==> src/rtl/sensor_acquisition.sv <==
// Scans NR_SENSORS sensors in turn over a shared req/ack bus, building a frame in shadow registers.
// A finished frame is copied to the outputs in one edge, with a one-cycle frame_valid_o strobe.
module sensor_acquisition #(
   parameter int NR_SENSORS  = 5,
   parameter int DATA_W      = 8,
   parameter int TIMEOUT_CYC = 16,
   parameter int AUTO_PERIOD = 0
) (
   input  logic                         clk_i,
   input  logic                         rst_i,
   input  logic                         start_i,
   output logic [2:0]                   sensor_sel_o,
   output logic                         sensor_req_o,
   input  logic                         sensor_ack_i,
   input  logic [DATA_W-1:0]            sensor_data_i,
   output logic [NR_SENSORS*DATA_W-1:0] sensors_data_o,
   output logic [NR_SENSORS-1:0]        sensors_en_o,
   output logic                         frame_valid_o,
   output logic                         busy_o
);

   localparam int TW = $clog2(TIMEOUT_CYC + 1);
   localparam int PW = (AUTO_PERIOD > 1) ? $clog2(AUTO_PERIOD) : 1;
   localparam logic [2:0]    LAST_SEL      = 3'(NR_SENSORS - 1);
   localparam logic [TW-1:0] TMO_LAST      = TW'(TIMEOUT_CYC - 1);
   localparam logic [PW-1:0] PERIOD_RELOAD = (AUTO_PERIOD > 0) ? PW'(AUTO_PERIOD - 1) : '0;

   typedef enum logic [1:0] {IDLE, WAIT, GAP, PUBLISH} state_t;

   state_t                       state, state_nxt;
   logic [NR_SENSORS*DATA_W-1:0] shadow_data;
   logic [NR_SENSORS-1:0]        shadow_en;
   logic [TW-1:0]                tmo_cnt;
   logic [PW-1:0]                period_cnt;
   logic                         pending;
   logic                         launch;
   logic                         timed_out;
   logic                         period_hit;

   assign launch     = (state == IDLE) && (start_i || pending);
   assign timed_out  = (state == WAIT) && !sensor_ack_i && (tmo_cnt == TMO_LAST);
   assign period_hit = (AUTO_PERIOD > 0) && (period_cnt == '0);

   always_ff @(posedge clk_i) begin
      if (rst_i) state <= IDLE;
      else       state <= state_nxt;
   end

   always_comb begin
      state_nxt    = state;
      sensor_req_o = 1'b0;
      busy_o       = 1'b0;
      case (state)
         IDLE: begin
            if (launch) state_nxt = WAIT;
         end
         WAIT: begin
            sensor_req_o = 1'b1;
            busy_o       = 1'b1;
            if (sensor_ack_i || timed_out)
               state_nxt = (sensor_sel_o == LAST_SEL) ? PUBLISH : GAP;
         end
         GAP: begin
            busy_o    = 1'b1;
            state_nxt = WAIT;
         end
         PUBLISH: begin
            busy_o    = 1'b1;
            state_nxt = IDLE;
         end
         default: state_nxt = IDLE;
      endcase
   end

   always_ff @(posedge clk_i) begin
      if (rst_i) begin
         sensor_sel_o   <= '0;
         sensors_data_o <= '0;
         sensors_en_o   <= '0;
         frame_valid_o  <= 1'b0;
         shadow_data    <= '0;
         shadow_en      <= '0;
         tmo_cnt        <= '0;
         period_cnt     <= '0;
         pending        <= 1'b0;
      end else begin
         frame_valid_o <= 1'b0;
         if (AUTO_PERIOD > 0)
            period_cnt <= period_hit ? PERIOD_RELOAD : period_cnt - PW'(1);
         // A trigger landing on the launch edge must survive for the next scan.
         if (period_hit)  pending <= 1'b1;
         else if (launch) pending <= 1'b0;

         case (state)
            IDLE: begin
               if (launch) begin
                  sensor_sel_o <= '0;
                  shadow_data  <= '0;
                  shadow_en    <= '0;
                  tmo_cnt      <= '0;
               end
            end
            WAIT: begin
               if (sensor_ack_i) begin
                  for (int k = 0; k < NR_SENSORS; k++) begin
                     if (sensor_sel_o == 3'(k)) begin
                        shadow_data[k*DATA_W +: DATA_W] <= sensor_data_i;
                        shadow_en[k]                    <= 1'b1;
                     end
                  end
               end else if (timed_out) begin
                  for (int k = 0; k < NR_SENSORS; k++) begin
                     if (sensor_sel_o == 3'(k)) begin
                        shadow_data[k*DATA_W +: DATA_W] <= '0;
                        shadow_en[k]                    <= 1'b0;
                     end
                  end
               end else begin
                  tmo_cnt <= tmo_cnt + TW'(1);
               end
            end
            GAP: begin
               sensor_sel_o <= sensor_sel_o + 3'd1;
               tmo_cnt      <= '0;
            end
            PUBLISH: begin
               sensors_data_o <= shadow_data;
               sensors_en_o   <= shadow_en;
               frame_valid_o  <= 1'b1;
            end
            default: ;
         endcase
      end
   end

endmodule

==> config.mk <==
export PLATFORM = sky130hd
export DESIGN_NAME = sensor_acquisition
export DESIGN_NICKNAME = d
export VERILOG_FILES = /design/src/rtl/sensor_acquisition.sv
export SDC_FILE = /design/constraint.sdc
export NUM_CORES = 1
export LEC_CHECK = 0
export ABC_AREA = 1
export CORE_ASPECT_RATIO = 1.2
export CORE_UTILIZATION = 35
export DETAILED_ROUTE_END_ITERATION = 10
export GPL_TIMING_DRIVEN = 0
export PLACE_DENSITY = 0.54
export SLEW_MARGIN = 20
export SYNTH_ARGS = -nofsm -noshare
export SYNTH_HDL_FRONTEND = slang
export SYNTH_SLANG_ARGS = --single-unit
==> constraint.sdc <==
create_clock -name clk_i -period 2.7 [get_ports clk_i]
set_input_delay 0.27 -clock clk_i [delete_from_list [all_inputs] [get_ports clk_i]]
set_output_delay 0.27 -clock clk_i [all_outputs]
set_load 0.005 [all_outputs]
==> metrics.txt <==
Setup TNS Final=0 ns; Hold Fails Final Rpt=0; status=finished, final reports clean; CP Launch Type=register; number of synthesized flops with an enable pin=0; largest net degree at the start of global routing=17; Clock power frac=37.5%; maxcap violations=0; Top Family by Delay on Critical Path=buffers and inverters; drt drc=0; Critical Path Sink=sensor_req_o; Routed Antenna Nets=0; via-per-instance ratio=4.536; drt pass-1 iters=4; area of the core=11140 µm²; synthesized flop and latch total=101; Yosys cell types=23; Setup crit start=state[0]$_SDFFE_PP0P_; fin area=5155 µm²; M1 WL=4587 µm; area leader, netlist=dfxtp_1; placed instance area=4842 µm²; GRT Overall Usage=17.14%; switching pwr=0.0009759 W; Pleak=2.094 nW; Worst slew margin=65.08%; register area=2022 µm²; WP depth=4; syn nets=564; Filler Cell Count=1198; CP Data Arrival Time=1.60 ns; Iteration-0 DRC Markers=223; crit-path max FO=9; Synth Area in Compound Gates=11.31%; Yosys warning count=0; Final Setup Violations=0; path type of the worst min-delay path=in -> reg; met3 WL=402 µm; Final #Nets=635; Initial Util=36.34%; fmax=535.2 MHz; cell with the most instances after synthesis=nor2_1; fraction of layout cells with a size suffix above 1=7.581%; I/O pins=63; CTS buffer count=9; Crit Path Category=reg -> out; Inserted Diodes=0; Placer Congestion=0.8648; RSZ-0062 raised after global routing=false; H-tree depth=3; RR Startpoint=tmo_cnt[0]$_SDFFE_PP0P_; Area Growth Syn to Fin=27.32%; CP endpoint kind=output pin; highest metal used=met4; reg2reg end=shadow_en[0]$_SDFFE_PP0P_; post-CTS sizing=0; Mapped Area=4049 µm²; CP max-delay cell=clkdlybuf4s50_1; post-synthesis xor/xnor area fraction=0%; Worst-Margin Slew=0.5238 ns; post-synthesis sequential area ratio=49.94%; top post-synthesis cells by area=dfxtp_1, nor2_1, nand2_1; Multi-input gate area=1682 µm²; Die X=100.2 µm; post-synth top area share=49.94%; WP buf/inv=3; Die H=119.8 µm; Post-Synth Adder-Cell Area=2.163%; initial antenna violation count=0; maximum vdd drop=310.9 µV; Clock transition at path regs=0.07 ns; first-pass GRT wire length=15950 µm; Syn Area/Cell=7.429 µm²; CTS Buffer Depth=2; post-synthesis mux area share=0%; worst-skew pair later-pin latency=0.34 ns; sequential fraction of design power=45.5%; fin. max-slew vios=0; critical-path cell list=buf_6, inv_4, nor2_1, clkdlybuf4s50_1; DRT Wirelength=9880 µm; Root Driver=clkbuf_16; critical path required time=2.43 ns; Cell Int Power=0.002654 W; CTS tree=done; Routed wire per std cell=12.76 µm; crit share post-route=69.21%; Gate power share=17.0%; CP peak stage delay=0.54 ns; post-detail-place hpwl=7419 µm; min Tclk post-route=1.869 ns; CTS sink count=101; Synth Instances=545; vias in the first global route=3365; Commonest cells post-synth=nor2_1, dfxtp_1, nand2_1; Vias=3511; r2r setup slk=0.85 ns; Rows=42; Sw Ratio=26.88%; clk_skew=0.009225 ns; Cell Pwr Density=704.2 nW/µm²; Die ar.=12000 µm²; # Post-CTS Setup Buffers=0; Top FF cell, synth=dfxtp_1; largest family of logic cells by synthesized area=simple AND/OR/NAND/NOR gates; worst reg2reg path depth=13; Async SR Flop Fraction=0%; post-synthesis simple-gate area fraction=28.06%; Post-CTS Hold Buffers=0; GR Overflow Total=0; port bufs=60; met2 routed WL=4752 µm
==> worst min-delay path by stage <==
| stage | startpoint | to | cells past startpoint |
|---|---|---|---|
| 2_1_floorplan | shadow_data[0]$_SDFFE_PP0P_ | sensors_data_o[0]$_SDFFE_PP0P_ | 2 |
| 3_3_place_gp | shadow_data[4]$_SDFFE_PP0P_ | sensors_data_o[4]$_SDFFE_PP0P_ | 2 |
| 3_5_place_dp | shadow_data[0]$_SDFFE_PP0P_ | sensors_data_o[0]$_SDFFE_PP0P_ | 2 |
| 4_1_cts | rst_i | shadow_data[24]$_SDFFE_PP0P_ | 2 |
| 5_1_grt | rst_i | shadow_data[26]$_SDFFE_PP0P_ | 2 |
| 6_report | rst_i | shadow_data[28]$_SDFFE_PP0P_ | 2 |
==> metal layers <==
metal / global-route usage, % / vias up
met5: 0 / -
met1: 21.45 / 1573
li1: - / 1856
met2: 29.45 / 70
met3: 3.262 / 12
met4: 5.435 / 0
==> power by group through the flow <==
stage	Clock, W	Combinational [W]	Sequential, W
after floorplan	0	0.000428	0.00168
after global placement	0	0.000610	0.00168
after detailed placement	0	0.000619	0.00169
after CTS	0.00140	0.000623	0.00165
after global routing	0.00144	0.000696	0.00166
final	0.00136	0.000616	0.00165
==> per-stage QoR <==
step,std cells,total power (W),utilization (%),setup slack (ns),hold slack [ns]
after floorplan,545,0.002104,-,1.072,0.4292
after global placement,759,0.002294,43.46,0.9023,0.4485
after detailed placement,759,0.002306,43.46,0.8568,0.4484
after CTS,774,0.003671,46.27,0.8189,0.3062
after global routing,774,0.003804,46.27,0.6922,0.3493
final,774,0.003630,46.27,0.8314,0.2967
==> worst reg2reg max path, delay by kind of cell, from the launching register on <==
kind | cells | cell delay (ns)
AND/OR/NAND/NOR | 7 | 0.58
flip-flops | 1 | 0.36
adder cells (fa/ha/maj) | 2 | 0.34
buffers and inverters | 3 | 0.38
AO/OA/AOI/OAI | 1 | 0.05
==> flip-flops by register name (all words and copies together), names as in the netlist <==
name	flops
frame_valid_o	1
sensor_sel_o	3
sensors_data_o	40
sensors_en_o	5
shadow_data	40
shadow_en	5
state	2
tmo_cnt	5
==> logic make-up (layout without fill, tap and decap cells) <==
group	Yosys count	after routing
DFF	101	101
adders and majority gates	7	7
buffers and inverters	70	145
and+or+nand+nor	278	278
AOI/OAI and AO/OA	89	89
==> area by class of cell <==
type                       instances  share of cell area (%)
inverter                          40                   3.058
buffer                            30                   3.641
clock buffer                       9                   4.369
multi-input combinational        374                   32.62
sequential                       101                   39.22
tap                              154                   3.738
clock inverter                     6                   1.699
timing repair buffer              60                   11.65
==> cell usage in the layout, fill, tap and decap left out, types with 7 or more instances in the layout <==
| cell type | Yosys | layout |
|---|---|---|
| a21oi_1 | 32 | 32 |
| nand2_1 | 79 | 79 |
| dfxtp_1 | 101 | 101 |
| inv_1 | 36 | 36 |
| clkbuf_1 | 13 | 13 |
| buf_6 | 8 | 8 |
| nor2_1 | 154 | 154 |
| o21ai_0 | 53 | 53 |
| clkdlybuf4s50_1 | 0 | 60 |
| nand3_1 | 35 | 35 |
| clkbuf_16 | 0 | 9 |
| ha_1 | 7 | 7 |
Note: power is estimated with default switching activity, not from simulation.
